**src/rtl/bsg_mesh_router_input_fifo.sv**
```systemverilog
// -----------------------------------------------------------------------------
// bsg_mesh_router_input_fifo
//
// Per-direction input buffer placed directly upstream of bsg_mesh_router. It
// takes flits from the inter-tile link with valid/ready and offers them to the
// router with valid/yumi. Flits are stored and forwarded bit-for-bit, so the
// destination x/y fields in the low bits reach the router's decoder intact.
//
// Handshake rules:
//   link side   : a flit is enqueued on a rising clock edge when v_i & ready_o.
//                 v_i while ready_o = 0 is not an enqueue; the link must hold
//                 the flit and retry.
//   router side : the head flit is dequeued on a rising clock edge when
//                 yumi_i & v_o. yumi_i while v_o = 0 is ignored.
//   No output depends combinationally on v_i or yumi_i, so the router's yumi
//   loop cannot close through this block.
//
// Parameters:
//   width_p  flit width in bits (must be set by the instantiating module)
//   els_p    buffer depth, any integer >= 2 (not necessarily a power of two)
//   debug_p  1 enables a simulation-only check against yumi_i on an empty head
//
// Ports:
//   clk_i     in   1               clock
//   reset_i   in   1               asynchronous, active-high reset
//   v_i       in   1               link-side flit valid
//   data_i    in   width_p         link-side flit
//   ready_o   out  1               buffer can accept a flit this cycle
//   v_o       out  1               head flit valid (router v_i[dir])
//   data_o    out  width_p         head flit (router data_i[dir])
//   yumi_i    in   1               router consumed the head flit
//   count_o   out  clog2(els_p+1)  current occupancy, 0..els_p
// -----------------------------------------------------------------------------
module bsg_mesh_router_input_fifo #(
    parameter int width_p = -1,
    parameter int els_p   = 2,
    parameter int debug_p = 0,
    // An unset width_p collapses to one bit so that stand-alone elaboration
    // still produces legal ranges; real instances always override it.
    localparam int width_lp   = (width_p > 0) ? width_p : 1,
    localparam int ptr_w_lp   = $clog2(els_p),
    localparam int count_w_lp = $clog2(els_p + 1)
) (
    input  logic                  clk_i,
    input  logic                  reset_i,

    input  logic                  v_i,
    input  logic [width_lp-1:0]   data_i,
    output logic                  ready_o,

    output logic                  v_o,
    output logic [width_lp-1:0]   data_o,
    input  logic                  yumi_i,

    output logic [count_w_lp-1:0] count_o
);

    // Last legal pointer value; pointers wrap here explicitly so that depths
    // that are not a power of two never address a slot past els_p-1.
    localparam logic [ptr_w_lp-1:0]   last_ptr_lp   = ptr_w_lp'(els_p - 1);
    localparam logic [count_w_lp-1:0] full_count_lp = count_w_lp'(els_p);

    // -------------------------------------------------------------------------
    // State
    // -------------------------------------------------------------------------
    logic [width_lp-1:0]   mem [els_p];
    logic [ptr_w_lp-1:0]   wptr;
    logic [ptr_w_lp-1:0]   rptr;
    logic [count_w_lp-1:0] count_r;

    // -------------------------------------------------------------------------
    // Decode of registered state
    // -------------------------------------------------------------------------
    logic full;
    logic empty;
    logic enq;
    logic deq;

    assign full  = (count_r == full_count_lp);
    assign empty = (count_r == '0);

    // Full means not ready even when the router dequeues in the same cycle:
    // the freed slot is offered one cycle later. This keeps ready_o free of
    // any path from yumi_i.
    assign ready_o = ~full & ~reset_i;
    assign v_o     = ~empty;
    assign data_o  = mem[rptr];
    assign count_o = count_r;

    assign enq = v_i & ready_o;
    assign deq = yumi_i & v_o;

    function automatic logic [ptr_w_lp-1:0] ptr_inc(input logic [ptr_w_lp-1:0] p);
        return (p == last_ptr_lp) ? '0 : p + 1'b1;
    endfunction

    // -------------------------------------------------------------------------
    // Storage: written only on enqueue, contents deliberately not reset since
    // data_o is meaningless whenever v_o is low.
    // -------------------------------------------------------------------------
    always_ff @(posedge clk_i) begin
        if (enq) begin
            mem[wptr] <= data_i;
        end
    end

    // -------------------------------------------------------------------------
    // Pointers
    // -------------------------------------------------------------------------
    always_ff @(posedge clk_i or posedge reset_i) begin
        if (reset_i) begin
            wptr <= '0;
        end else if (enq) begin
            wptr <= ptr_inc(wptr);
        end
    end

    always_ff @(posedge clk_i or posedge reset_i) begin
        if (reset_i) begin
            rptr <= '0;
        end else if (deq) begin
            rptr <= ptr_inc(rptr);
        end
    end

    // -------------------------------------------------------------------------
    // Occupancy: a simultaneous enqueue and dequeue leaves it unchanged while
    // both pointers still advance.
    // -------------------------------------------------------------------------
    always_ff @(posedge clk_i or posedge reset_i) begin
        if (reset_i) begin
            count_r <= '0;
        end else begin
            case ({enq, deq})
                2'b10:   count_r <= count_r + 1'b1;
                2'b01:   count_r <= count_r - 1'b1;
                default: count_r <= count_r;
            endcase
        end
    end

    // -------------------------------------------------------------------------
    // Optional protocol check: the router must never consume an empty head.
    // -------------------------------------------------------------------------
    if (debug_p != 0) begin : g_debug
        assert property (@(posedge clk_i) disable iff (reset_i) !(yumi_i && !v_o))
            else $fatal(1, "bsg_mesh_router_input_fifo: yumi_i asserted with v_o low");
    end

endmodule

```
**config.mk**
```make
export PLATFORM = sky130hd
export DESIGN_NAME = bsg_mesh_router_input_fifo
export DESIGN_NICKNAME = d
export VERILOG_FILES = /design/src/rtl/bsg_mesh_router_input_fifo.sv
export SDC_FILE = /design/constraint.sdc
export NUM_CORES = 1
export LEC_CHECK = 0
export ABC_AREA = 0
export ABC_CLOCK_PERIOD_IN_PS = 4780
export CAP_MARGIN = 20
export CORE_AREA = 8 8 45 47
export CTS_CLUSTER_DIAMETER = 200
export DETAILED_ROUTE_END_ITERATION = 7
export DIE_AREA = 0 0 53 55
export HOLD_SLACK_MARGIN = 0.02
export PLACE_DENSITY = 0.51
export SYNTH_ARGS = -nofsm -noshare
export SYNTH_HDL_FRONTEND = slang
export SYNTH_SLANG_ARGS = --single-unit
```
**constraint.sdc**
```tcl
create_clock -name clk_i -period 4.78 [get_ports clk_i]
set_clock_uncertainty 0.2 [all_clocks]
set_input_delay 0.478 -clock clk_i [delete_from_list [all_inputs] [get_ports clk_i]]
set_output_delay 0.478 -clock clk_i [all_outputs]
set_load 0.03 [all_outputs]
```
# After elaboration in Yosys (flattened, before gate mapping)
# Memory sizes are Yosys's and may differ from the RTL's.
# Cells that the tools add are included.
# op_classes
eq_ne	3
n_mux	5
reduce_logical	2
bitwise	6
add_sub_neg	4
# op_table
op	count
equality test 2 bit (second input constant)	2
2-to-1 mux 1 bit	4
one-hot mux 2 bit (2 select lines)	1
bitwise AND 1 bit	3
NOT 1 bit	3
adder 1 bit (second input constant)	2
adder 2 x 1 -> 2 bit (second input constant)	1
equality test 2 x 1 -> 1 bit (second input constant)	1
logical NOT 2 bit	1
nonzero test 2 bit	1
subtractor 2 x 1 -> 2 bit (second input constant)	1
# totals
memories	1
output_inout_bits	5
ff_bits	4
input_bits	5
elab_cells	24
ramBits	2
# memory_table
name	words	word_bits	read_ports	rd_clocked_by_memory_dff	wr	line	text
mem	2	1	1	0	1	66	logic [width_lp-1:0] mem [els_p];

# Longest topological paths before layout
# Gate-level depths: netlist of run 1.
# logic_depth
word_depth	6
depth_mapped	6

# Worst setup path after synthesis of run 1
# Ideal clock, no wire load.
# synth_path
path_kind	flip-flop to flip-flop
startpoint	register count_r[0], in the netlist count_o[0]
endpoint	register count_r[1], in the netlist count_o[1]
arrival_ns	1.603
path_buffers	0
stages_incl_launch_ff	6
period_less_slack_ns	1.884
setup_time_ns	0.080
setup_slack_ns	2.896
path_cell_list	dfrtp_1 or2_4 and2_4 ha_1 nor2_1 xor2_1
# synth_via
word_cells_on_any_way	13
cone_classes	add/sub (2); eq/ne (3); mux (1); bitwise (5); reduce/logical (2)
# synth_lines
element	line	text
start: declaration	69	logic [count_w_lp-1:0] count_r;
start signal: assignment	135	2'b10: count_r <= count_r + 1'b1;
start signal: assignment	136	2'b01: count_r <= count_r - 1'b1;
start signal: assignment	137	default: count_r <= count_r;
logical NOT 2 bit *	80	assign empty = (count_r == '0);
NOT 1 bit *	86	assign v_o = ~empty;
via v_o	51	output logic v_o,
bitwise AND 1 bit *	91	assign deq = yumi_i & v_o;
via deq	77	logic deq;
equality test 2 x 1 -> 1 bit / equality test 2 bit (equally long branches)	134	case ({enq, deq})
one-hot mux 2 bit (2 select lines) / nonzero test 2 bit (equally long branches)	-	
# The timed path passes the listed nets; every way through them passes the cells marked *.
# A chain may end at the register's enable or synchronous reset.

# Worst setup path after layout of run 1
# layout_path
startpoint	input port reset_i
endpoint	output port ready_o
# layout_via
elab_chain_len	2
# layout_lines
element	line	text
start: declaration	45	input logic reset_i,
NOT 1 bit	85	assign ready_o = ~full & ~reset_i;
bitwise AND 1 bit	85	
end: declaration	49	output logic ready_o,
# Every way passes these cells.

==> out/qor.yml, run 1 <==
status: "completed"
num_io_pins: 10
power.switching_uw: 109
p_clk_frac: 0.169
critPathCapture: "ready_o"
drc: 0
internal-power_uw: 179
tightest_slew_ns: 0.322
cap_viol_max_count: 0
combPwrFrac: 0.503
crit_arrival_ns: 1.87
setup-tns-final_ns: 0
cts_resized: 0
finalSetupViolations: 0
cts_max_level: 1
num_antenna_cells: 0
relSlewSlack: 0.785
synth_area_um2: 285
coreArea_mm2: 0.00138
area_delta_synth_final_pct: 47.8
mostFrequentLayoutCell: "clkdlybuf4s50_1"
routed_wl_um: 556
clk_path_buf_depth: 2
synth_warnings: 0
clock-sinks: 6
post_drt_wl_per_cell_um: 10.7
grt_pass1_vias: 216
cts_inserted_buffers: 3
cts.clk_slew.worst_paths_ns: 0.05
grt_max_degree: 6
ir_drop_mv: 0.345
fp-row-count: 14
grt_pass1_wl_um: 1040
required_ns: 4.10
rsz0062_at_grt: "false"
ant_nets: 0
dr.first_iter.drc_count: 3
hp-class: "in -> async"
final_cell_mix: "clkdlybuf4s50_1 (9), dfrtp_1 (4), xnor2_1 (3), clkbuf_4 (3)"
slew_viol_final: 0
synth_nets: 29
drt-vias-per-instance: 3.77
placed_area_um2: 395
regToRegStartpoint: "count_o[0]"
dieArea_mm2: 0.00292
drive_above_1_share: 0.167
r2r_end: "count_o[1]"
p_per_area_mw_per_mm2: 683
portBuffers: 9
worstSetupStartpointType: "input port"
final_nets: 43
postCtsSetupBuffers: 0
fp.dieH_um: 55
postCtsHoldBufs: 0
max_freq_mhz: 393
dr.pass1.iters: 2
fin_crit_ns: 2.54
clock_tree.root_cell: "clkbuf_4"
crit_type: "in -> out"
antenna_found_initial: 0
crit_start: "reset_i"
grt.total_usage: 0.0527
p_leak_uw: 0.000174
netlist-cell-type-count: 15
period_share: 0.532
worstPathMaxFanout: 5
ys_seq_elements: 6
pwr-share-seq: 0.328
p_total_uw: 288
start_util: 0.206
reg2reg_depth: 5
avgSynthCellArea_um2: 12.4
place_congestion: 0.657
hold_viol_final: 0
endpoint_kind: "primary output"
dp_hpwl_um: 470
fin_area_um2: 422
grt_overflow: 0
synth_cells: 23
num_vias: 196
clock_latency_ns: 0.23
die_w_um: 53
cts_tree: "done"
r2r_slack_ns: 3.03
switching_share: 0.377
ys_seq_area_frac: 0.561
[final cells by class]
cell class                      instances  area (um^2)
Multi-Input combinational cell         16          121
Inverter                                1         3.75
Tap cell                               16         20.0
Clock buffer                            4         26.3
Fill cell                             147          962
Timing Repair Buffer                    9         90.1
Sequential cell                         6          160
[flip-flops by register name (all words and copies together), names as in the netlist]
name and count:
rptr 1, count_o 2, wptr 1, mem 2
[cells in the mapped netlist]
cell / number / share of area
and2_1: 1 / 0.022
and2_4: 1 / 0.031
and3_1: 1 / 0.022
dfrtp_1: 4 / 0.35
edfxtp_1: 2 / 0.21
ha_1: 1 / 0.044
inv_1: 1 / 0.013
mux2_2: 1 / 0.039
nand2_1: 1 / 0.013
nand2b_1: 1 / 0.022
nor2_1: 2 / 0.026
nor2b_1: 1 / 0.022
or2_4: 1 / 0.031
xnor2_1: 3 / 0.092
xor2_1: 2 / 0.061
[cells by family (layout without fill, tap and decap cells)]
logic type               count (synthesis)  count (layout)  synth area share
multiplexers                             1               1            0.0395
buffers and inverters                    1              14            0.0131
XOR/XNOR                                 5               5             0.154
adder cells (fa/ha/maj)                  1               1            0.0439
flip-flops                               6               6             0.561
AND/OR/NAND/NOR                          9               9             0.189
[critical path, stage by stage]
cell	delay, ns
clkdlybuf4s50_1	0.42
inv_1	0.16
and2_1	0.15
clkdlybuf4s50_1	0.66
[power by group through the flow]
stage               clock network, uW  logic (uW)  registers, uW
global route                     57.2         157           98.5
finish                           48.6         145           94.4
floorplan                           0        80.8            109
global placement                    0         145           93.9
detailed placement                  0         146           95.4
CTS                              51.0         147           94.9
[routing by layer]
layer | GRT usage | routed length (um) | up-vias
met4 | 0.0388 | 6 | 0
met1 | 0.0585 | 262 | 83
met5 | 0 | 0 | -
li1 | - | - | 100
met2 | 0.0586 | 198 | 11
met3 | 0.0508 | 88 | 2
[how the worst min path moves through the flow]
stage	cells after the start	end	slack (ns)	from
CTS	2	rptr	0.26	reset_i
floorplan	1	count_o[0]	0.05	reset_i
global route	2	rptr	0.26	reset_i
global placement	1	rptr	0.27	rptr
finish	2	rptr	0.26	reset_i
detailed placement	1	rptr	0.27	rptr
[stage by stage]
| step | std cells | util | setup slack (ns) | hold WS [ns] |
|---|---|---|---|---|
| floorplan | 23 | - | 2.90 | 0.0492 |
| global placement | 48 | 0.286 | 2.22 | 0.267 |
| detailed placement | 48 | 0.286 | 2.22 | 0.271 |
| CTS | 52 | 0.305 | 2.21 | 0.263 |
| global route | 52 | 0.305 | 2.17 | 0.263 |
| finish | 52 | 0.305 | 2.24 | 0.262 |
No activity file was read; power rests on OpenSTA's default activity.
==> inputs of run 2 (changes only) <==
--- a/config.mk
+++ b/config.mk
@@ -6,7 +6,7 @@
 export NUM_CORES = 1
 export LEC_CHECK = 0
 export ABC_AREA = 0
-export ABC_CLOCK_PERIOD_IN_PS = 4780
+export ABC_CLOCK_PERIOD_IN_PS = 2400
 export CAP_MARGIN = 20
 export CORE_AREA = 8 8 45 47
 export CTS_CLUSTER_DIAMETER = 200
==> constraint.sdc (replaced) <==
create_clock -name clk_i -period 2.4 [get_ports clk_i]
set_clock_uncertainty 0.2 [all_clocks]
set_input_delay 0.24 -clock clk_i [delete_from_list [all_inputs] [get_ports clk_i]]
set_output_delay 0.24 -clock clk_i [all_outputs]
set_load 0.03 [all_outputs]
==> run 2 against run 1 <==
Sequential power increased by 100%. Sequential share of layout area fell by 1.7 points. Utilization up 1.4 points. Clock-buffer cell count unchanged. Largest power group unchanged. Combinational power is 100% higher. Final cell count is 3.8% higher. Flip-flop and latch count is the same. Final area rose by 4.7%. First-iteration DRC count up 67%. Wire length rose by 1.8%. Die area did not move. Critical path depth fell by 1.
==> out/qor.yml, run 2 (synthesis gave the netlist of run 1 again) <==
required_ns: 1.96
num_antenna_cells: 0
num_io_pins: 10
start_util: 0.206
p_total_uw: 580
crit_start: "count_o[0]"
regToRegStartpoint: "count_o[0]"
grt_max_degree: 6
worstSetupStartpointType: "flop"
internal-power_uw: 359
tightest_slew_ns: 0.318
mostFrequentLayoutCell: "clkdlybuf4s50_1"
fp-row-count: 14
post_drt_wl_per_cell_um: 10.5
area_delta_synth_final_pct: 54.8
p_leak_uw: 0.000183
crit_type: "reg -> out"
postCtsHoldBufs: 2
final_nets: 45
place_congestion: 0.659
clk_path_buf_depth: 2
postCtsSetupBuffers: 0
place_ws_ns: 0.312
fillerInstances: 145
critPathCapture: "ready_o"
cts_max_level: 1
hp-class: "reg -> reg"
die_w_um: 53
fp.dieH_um: 55
drt-vias-per-instance: 3.81
setup-tns-final_ns: 0
relSlewSlack: 0.787
p_clk_frac: 0.172
clock_tree.root_cell: "clkbuf_4"
crit_arrival_ns: 1.64
rsz0062_at_grt: "false"
routed_wl_um: 566
ir_drop_mv: 0.606
reg2reg_depth: 5
max_freq_mhz: 480
cts_tree: "done"
p_per_area_mw_per_mm2: 1310
cts_inserted_buffers: 3
pwr-share-seq: 0.327
combPwrFrac: 0.501
period_share: 0.868
dp_hpwl_um: 442
grt.total_usage: 0.0483
portBuffers: 9
clock_latency_ns: 0.24
num_vias: 206
slew_viol_final: 0
drc: 0
ant_nets: 0
finalSetupViolations: 0
drive_above_1_share: 0.158
cts_resized: 0
grt_pass1_wl_um: 938
cap_viol_max_count: 0
worstPathMaxFanout: 5
switching_share: 0.380
power.switching_uw: 220
r2r_slack_ns: 0.65
antenna_found_initial: 0
clock-sinks: 6
dieArea_mm2: 0.00292
status: "completed"
coreArea_mm2: 0.00138
grt_overflow: 0
r2r_end: "count_o[1]"
dr.pass1.iters: 4
grt_pass1_vias: 235
dr.first_iter.drc_count: 5
fin_crit_ns: 2.08
fin_ws_ns: 0.316
hold_viol_final: 0
final_cell_mix: "clkdlybuf4s50_1 (9), dfrtp_1 (4), xnor2_1 (3), clkbuf_4 (3)"
endpoint_kind: "primary output"
cts.clk_slew.worst_paths_ns: 0.05
run 2: cell count changes in the layout (fill, tap and decap cells not counted), sizes merged:
cell / delta
dlygate4sd3: +2
run 2: worst min-delay path by stage:
| stage | from | end | slack [ns] | cells after the start |
|---|---|---|---|---|
| after floorplan | reset_i | count_o[0] | -0.19 | 1 |
| after global placement | rptr | rptr | 0.27 | 1 |
| after detailed placement | rptr | rptr | 0.27 | 1 |
| after CTS | rptr | rptr | 0.28 | 1 |
| after global routing | rptr | rptr | 0.29 | 1 |
| final | rptr | rptr | 0.28 | 1 |
run 2: layout make-up:
cell class              instances  area, um^2  share of cell area
multi-input cells              16         121               0.275
well taps                      16        20.0              0.0453
flip-flops and latches          6         160               0.363
clock buffers                   4        26.3              0.0595
repair buffers                 11         110               0.249
inverters                       1        3.75             0.00850
run 2: worst max-delay path: stages, from the launching register on:
cell	delay (ns)
dfrtp_1	0.44
nand2b_1	0.17
and2_1	0.13
clkdlybuf4s50_1	0.66
run 2: stage by stage:
stage               utilization  hold slack (ns)  cell area [um^2]  cells
floorplan                     -           -0.189               285     23
global placement          0.286            0.271               395     48
detailed placement        0.286            0.271               395     48
CTS                       0.319            0.281               442     54
global route              0.319            0.291               442     54
finish                    0.319            0.283               442     54
run 2: power by group through the flow:
stage	Sequential, uW	Combinational, uW	Clock, uW
floorplan	217	161	0
global placement	187	288	0
detailed placement	190	290	0
CTS	189	295	105
global route	195	312	111
finish	190	290	99.7
run 2: per-layer routing:
metal	global-route usage	vias to the layer above	part of all wire
met5	0	-	0
met4	0.0560	0	0
met3	0.0374	0	0.13
met2	0.0605	9	0.39
met1	0.0462	94	0.48
li1	-	103	-
==> inputs of run 3 (changes only) <==
--- a/config.mk
+++ b/config.mk
@@ -6,14 +6,14 @@
 export NUM_CORES = 1
 export LEC_CHECK = 0
 export ABC_AREA = 0
-export ABC_CLOCK_PERIOD_IN_PS = 2400
-export CAP_MARGIN = 20
+export ABC_CLOCK_PERIOD_IN_PS = 1750
+export CAP_MARGIN = 5
 export CORE_AREA = 8 8 45 47
 export CTS_CLUSTER_DIAMETER = 200
 export DETAILED_ROUTE_END_ITERATION = 7
 export DIE_AREA = 0 0 53 55
 export HOLD_SLACK_MARGIN = 0.02
-export PLACE_DENSITY = 0.51
+export PLACE_DENSITY = 0.53
 export SYNTH_ARGS = -nofsm -noshare
 export SYNTH_HDL_FRONTEND = slang
 export SYNTH_SLANG_ARGS = --single-unit
==> constraint.sdc (replaced) <==
create_clock -name clk_i -period 1.75 [get_ports clk_i]
set_clock_uncertainty 0.2 [all_clocks]
set_input_delay 0.175 -clock clk_i [delete_from_list [all_inputs] [get_ports clk_i]]
set_output_delay 0.175 -clock clk_i [all_outputs]
set_load 0.03 [all_outputs]
==> run 3 against run 2 <==
Register-to-register slack got worse by 0.55 ns. Non-clock buffer count is the same. Critical path depth down 2. Wire length up 17%. Via count down 0.49%. Flip-flop and latch count did not move. Clock-buffer cell count is the same. Final cell count unchanged. Global-route usage rose by 0.87 points. First-iteration DRC count decreased by 80%.
==> out/qor.yml, run 3 (synthesis gave the netlist of run 1 again) <==
worst_path_max_delay_cell: "clkdlybuf4s50_1"
post_drt_wl_per_cell_um: 12.3
finalSetupViolations: 0
grt_pass1_wl_um: 1120
crit_arrival_ns: 1.32
relSlewSlack: 0.788
clock_latency_ns: 0.25
status: "completed"
p_clk_frac: 0.174
dr.pass1.iters: 2
dp_cells: 49
worstSetupStartpointType: "flop"
drive_above_1_share: 0.289
pwr-share-seq: 0.325
fp-row-count: 14
grt_max_degree: 6
drc: 0
cts.clk_slew.worst_paths_ns: 0.05
hp-class: "reg -> reg"
power.switching_uw: 317
clk_path_buf_depth: 2
ant_nets: 0
final_nets: 45
cts_inserted_buffers: 3
final_cell_mix: "clkdlybuf4s50_1 (5), xnor2_1 (3), clkbuf_4 (3)"
switching_share: 0.391
mostFrequentLayoutCell: "clkdlybuf4s50_1"
grt_overflow: 0
critPathMaxStageDelay_ns: 0.68
period_share: 0.967
num_vias: 205
num_io_pins: 10
die_w_um: 53
p_leak_uw: 0.000194
crit_family: "buffers and inverters"
routed_wl_um: 665
num_antenna_cells: 0
max_freq_mhz: 591
crit_chain: "clkdlybuf4s50_1"
ir_drop_mv: 0.978
rsz0062_at_grt: "false"
crit_type: "reg -> out"
fin_cells: 54
drt-vias-per-instance: 3.80
p_per_area_mw_per_mm2: 1800
postLayoutCoreUtil: 0.326
clock-sinks: 6
cap_viol_max_count: 0
combPwrFrac: 0.500
placed_area_um2: 415
required_ns: 1.37
portBuffers: 9
grt_pass1_vias: 225
dp_hpwl_um: 500
fin_crit_ns: 1.69
grt.total_usage: 0.0570
place_congestion: 0.646
slew_viol_final: 0
internal-power_uw: 494
start_util: 0.206
fillerInstances: 139
clock_tree.root_cell: "clkbuf_4"
tightest_slew_ns: 0.318
antenna_found_initial: 0
dieArea_mm2: 0.00292
dr.first_iter.drc_count: 1
fin_area_um2: 452
coreArea_mm2: 0.00138
worstPathMaxFanout: 4
area_delta_synth_final_pct: 58.3
hold_viol_final: 0
fp.dieH_um: 55
cts_tree: "done"
cts_max_level: 1
path_buf_inv: 1
endpoint_kind: "primary output"
run 3: cell types whose count changed in the layout (fill, tap and decap cells not counted), sizes merged:
cell / before / now
clkdlybuf4s50: 9 / 5
dlymetal6s2s: 0 / 1
buf: 0 / 2
dlygate4sd2: 0 / 2
dlygate4sd3: 2 / 1
run 3: timing repair:
| item | in CTS | in global routing |
|---|---|---|
| endpoints found under the hold margin | 4 | 0 |
| pin swaps | 0 | 1 |
| gates resized for setup | 2 | 1 |
| hold buffers | 1 | 0 |
| endpoints found under the setup margin | 2 | 2 |
| buffers inserted | 0 | 0 |
run 3: layout make-up:
type	instances	area, um^2	area share
Clock buffer	4	26.3	0.0582
Inverter	1	3.75	0.00831
Multi-Input combinational cell	16	134	0.296
Sequential cell	6	163	0.360
Tap cell	16	20.0	0.0443
Timing Repair Buffer	11	105	0.233
run 3: through the flow:
stage	hold WS (ns)	power [uW]	setup WS, ns	TNS, ns
after floorplan	-0.254	538	0.00152	0
after global placement	0.219	675	0.00588	0
after detailed placement	0.235	686	-0.0345	-0.0345
after CTS	0.282	829	0.0124	0
after global routing	0.300	871	0.0000656	0
final	0.279	811	0.0573	0
run 3: worst paths after layout:
check / startpoint / end / slack [ns] / cells after the start
setup reg to reg: count_o[1] / count_o[1] / 0.10 / 6
hold / removal: rptr / rptr / 0.28 / 1
min in group asynchronous: reset_i / count_o[1] / 0.53 / 3
hold reg to reg: rptr / rptr / 0.28 / 1
max in group asynchronous: reset_i / count_o[0] / 0.62 / 3
setup / recovery: count_o[1] / count_o[1] / 0.06 / 1
run 3: metal layers:
metal	share of wire	routed length [um]	vias to the layer above	GRT usage
met3	0.095	63	0	0.0481
met4	0	0	0	0.0259
met1	0.48	317	91	0.0614
met2	0.43	284	9	0.0781
met5	0	0	-	0
li1	-	-	105	-
run 3: power groups by stage:
stage                     Combinational, uW  Clock [uW]  Sequential, uW
final                                   406         141             264
after detailed placement                420           0             267
after CTS                               413         150             266
after global placement                  413           0             262
after floorplan                         234           0             304
after global routing                    438         158             275
==> variant 1, RTL diff (flow settings as in run 3) <==
Make the reset (`reset_i`) synchronous in 3 clocked blocks. Comments in the files are not updated.
--- a/src/rtl/bsg_mesh_router_input_fifo.sv
+++ b/src/rtl/bsg_mesh_router_input_fifo.sv
@@ -108,5 +108,5 @@
     // Pointers
     // -------------------------------------------------------------------------
-    always_ff @(posedge clk_i or posedge reset_i) begin
+    always_ff @(posedge clk_i) begin
         if (reset_i) begin
             wptr <= '0;
@@ -116,5 +116,5 @@
     end
 
-    always_ff @(posedge clk_i or posedge reset_i) begin
+    always_ff @(posedge clk_i) begin
         if (reset_i) begin
             rptr <= '0;
@@ -128,5 +128,5 @@
     // both pointers still advance.
     // -------------------------------------------------------------------------
-    always_ff @(posedge clk_i or posedge reset_i) begin
+    always_ff @(posedge clk_i) begin
         if (reset_i) begin
             count_r <= '0;
Check against the original RTL: differs if reset_i is asserted again (counterexample within 4 cycles, from zero or initial values and one cycle with reset_i high); with reset_i held inactive, the same outputs for 10 cycles.
==> variant 1 against run 3 <==
- the run now ends with setup timing left
- first-iteration DRC count grew to 3.0 times the old value
- sequential cell count increased by 1
- power shrank 7.3%
- routed wire length grew 16%
- synthesized area grew 4.4%
- highest routed layer is now met4
- count of clock-buffer cells in the layout unchanged
- worst hold slack lost 0.039 ns
- worst setup slack got worse by 0.11 ns
- final area grew 10%
- die area unchanged
==> variant 1: results (changes against run 3) <==
layout:
  instances_no_fill: 63  # +17%
  area_share_nonclk_buffers_pct: 23.6  # +0.35 points
  multiInputGateArea_um2: 163  # +21%
detailed_routing:
  wl_met2_um: 383  # +35%
setup_path:
  crit_slowest_cell: "dfxtp_4"
  rr_startpoint: "count_o[1]"
  rrSetupSlack_ns: -0.05  # -0.15 ns
  max_stage_delay_ns: 0.34  # -0.34 ns
  r2r-end: "count_o[1]"
  path_delay_family: "simple AND/OR/NAND/NOR gates"
  arrival_ns: 1.78  # +0.46 ns
timing:
  setup_ws_ns: -0.0515  # -0.109 ns
  setup_violations: 2  # +2
  whs_ns: 0.240  # -0.0391 ns
outcome:
  status: "finished, violations left"
  violations: "setup timing"
hold_path:
  hold_end: "mem[1]"
  min_path_type: "in2reg"
  whs_path_depth: 2  # +1
yosys:
  synth_fa_ha_area_share_pct: 4.20  # -0.18 points
  syn_area_per_cell_um2: 10.3  # -17%
  ys_seq_elements: 7  # +1
  synth_compound_area_share_pct: 9.24  # +9.2 points
power_and_ir_drop:
  ir_drop_mv: 0.618  # -37%
global_routing:
  grt_util_all_layers_pct: 6.19  # +0.48 points
  met3_usage_pct: 2.94  # -1.9 points
place:
  dpl-instance-area_um2: 475  # +14%
variant 1: changes by cell type after synthesis, moves of 2 or more:
| cell | change |
|---|---|
| dfxtp_1 | +5 |
| dfrtp_1 | -4 |
| nor2_1 | +3 |
| or3_1 | +3 |
| a21oi_1 | +2 |
| o21ai_0 | +2 |
variant 1: how the worst max path moves through the flow:
| stage | startpoint | endpoint | cells past startpoint |
|---|---|---|---|
| 4_1_cts | count_o[1] | count_o[1] | 6 |
| 3_5_place_dp | v_i | count_o[1] | 7 |
| 3_3_place_gp | v_i | count_o[1] | 7 |
| 6_report | count_o[1] | count_o[1] | 6 |
| 5_1_grt | count_o[1] | count_o[1] | 6 |
| 2_1_floorplan | count_o[1] | count_o[1] | 6 |
variant 1: power by group through the flow:
| stage | clock network (µW) | registers [µW] | logic, µW |
|---|---|---|---|
| floorplan | 0 | 281 | 188 |
| global placement | 0 | 250 | 364 |
| detailed placement | 0 | 253 | 375 |
| CTS | 148 | 251 | 367 |
| global route | 158 | 256 | 392 |
| finish | 141 | 250 | 360 |
==> variant 2, RTL diff (settings of run 3) <==
Without the edit above. Register the output `count_o` once more, cleared by the reset; this adds one clock of latency there. The other outputs are not delayed to match.
--- a/src/rtl/bsg_mesh_router_input_fifo.sv
+++ b/src/rtl/bsg_mesh_router_input_fifo.sv
@@ -86,5 +86,11 @@
     assign v_o     = ~empty;
     assign data_o  = mem[rptr];
-    assign count_o = count_r;
+    always_ff @(posedge clk_i or posedge reset_i) begin
+        if (reset_i) begin
+            count_o <= '0;
+        end else begin
+            count_o <= count_r;
+        end
+    end
 
     assign enq = v_i & ready_o;
Behaviour: not the same (a bounded check fails within 4 cycles, from zero or initial values and one cycle with reset_i high).
==> variant 2 against run 3 <==
- final area rose by 14%
- synthesized area grew 16%
- power grew 17%
- sequential cell count is 2 higher
- routed wire length up 3.5%
- worst setup slack better by 0.0096 ns
- worst hold slack worse by 0.049 ns
- maximum frequency rose by 0.57%
- largest power group unchanged
- highest routed layer is now met4
==> variant 2: results (changes against run 3) <==
outcome:
  status: "complete, no violations"
layout:
  drive_gt1_share_pct: 29.5  # +0.60 points
  instances_no_fill: 60  # +11%
  reg.largest.list: "count_o x2, count_r x2, mem x2"
  nets: 51  # +13%
  fill_cells: 137  # -1.4%
global_routing:
  grt_max_degree: 7  # +1
  antenna_found_initial: 0  # unchanged
  grt_first_pass_wirelength_um: 1050  # -6.8%
  grt_pass1_vias: 241  # +7.1%
  grt_util_all_layers_pct: 5.50  # -0.20 points
setup_path:
  rr_startpoint: "count_r[0]"
  r2r-end: "count_r[1]"
  path_max_fanout: 2  # -2
  crit_slowest_cell: "dfrtp_1"
  path_delay_family: "flip-flops"
  rrSetupSlack_ns: 0.07  # -0.03 ns
  crit_start: "rptr"
  r2r_cells: 5  # -1
  max_stage_delay_ns: 0.37  # -0.31 ns
yosys:
  synth_fa_ha_area_share_pct: 3.77  # -0.61 points
  syn_nets: 31  # +6.9%
  synth_commonest_cells: "dfrtp_1 (6), nor2_1 (3), xnor2_1 (3)"
  ys_seq_area_share_pct: 63.4  # +7.3 points
  synthMuxAreaShare_pct: 3.40  # -0.55 points
  async_reset_ff_share_pct: 75.0  # +8.3 points
  synth_cell_types: 13  # -2
  synth_area_leaders: "dfrtp_1 (45%), edfxtp_1 (18%), xnor2_1 (7.9%), xor2_1 (5.3%), ha_1 (3.8%)"
  yosysWarnings: 0  # unchanged
  synth_xor_area_share_pct: 13.2  # -2.1 points
  synthCells: 25  # +8.7%
clock_tree:
  root_buffer: "clkbuf_4"
  numCtsBuffers: 3  # unchanged
  clk-insertion-delay-late_ns: 0.26
  cts_max_level: 1  # unchanged
detailed_routing:
  via_per_inst: 4.00  # +5.4%
  dr.pass1.iters: 2  # unchanged
  wl_per_cell_um: 11.5  # -6.9%
hold_path:
  hold_end: "count_o[0]"
  min_from: "count_r[0]"
  min_path_type: "reg2reg"
  whs_path_depth: 0  # -1
power_and_ir_drop:
  leakage_uw: 0.000226  # +17%
  ir_drop_mv: 0.761  # -22%
place:
  gp_congestion: 0.699  # +8.2%
  placed_cells: 54  # +10%
  dpl-instance-area_um2: 469  # +13%
  place_hpwl_um: 524  # +4.8%
timing:
  whs_ns: 0.230  # -0.0487 ns
  worstMarginPinSlew_ns: 0.314  # -0.00373 ns
-- variant 2: per-layer routing --
| metal | wire length [µm] | up-vias | global-route usage (%) |
|---|---|---|---|
| met5 | 0 | - | 0 |
| li1 | - | 116 | - |
| met3 | 71 | 3 | 4.01 |
| met1 | 226 | 114 | 4.33 |
| met2 | 364 | 7 | 8.79 |
| met4 | 25 | 0 | 5.17 |
-- variant 2: kinds of logic (layout without fill, tap and decap cells) --
family / count (synthesis) / in the layout
flip-flops: 8 / 8
AND/OR/NAND/NOR: 8 / 8
XOR/XNOR: 5 / 5
buffers and inverters: 2 / 21
adder cells (fa/ha/maj): 1 / 1
multiplexers: 1 / 1
-- variant 2: worst max path at each step --
stage                             to  cells after the start
after floorplan           count_r[1]                      5
after global placement    count_r[1]                      5
after detailed placement  count_r[1]                      5
after CTS                 count_r[1]                      5
after global routing          data_o                      2
final                         data_o                      2
-- variant 2: final cells by class --
cell class / count / share of cell area (%)
clock buffer: 4 / 5.11
multi-input combinational: 15 / 22.6
tap: 16 / 3.89
timing repair buffer: 15 / 26.0
inverter: 2 / 1.46
sequential: 8 / 40.9
-- variant 2: through the flow --
stage	util, %	setup slack (ns)
finish	37.2	0.0669
global route	37.2	0.00836
CTS	36.3	0.0298
detailed placement	33.9	0.0519
global placement	33.9	0.0712
floorplan	-	0.0372
-- variant 2: power by group --
group          internal [µW]  switching [µW]
Sequential               273            48.3
Combinational            238             231
Clock                   87.5            67.7
-- variant 2: what timing repair did --
| item | CTS | global route |
|---|---|---|
| buffers inserted | 0 | 1 |
| endpoints found under the setup margin | 2 | 2 |
| hold endpoints to repair | 6 | 0 |
| hold buffers | 1 | 0 |
| gates cloned | 0 | 0 |
| resized for setup | 2 | 2 |
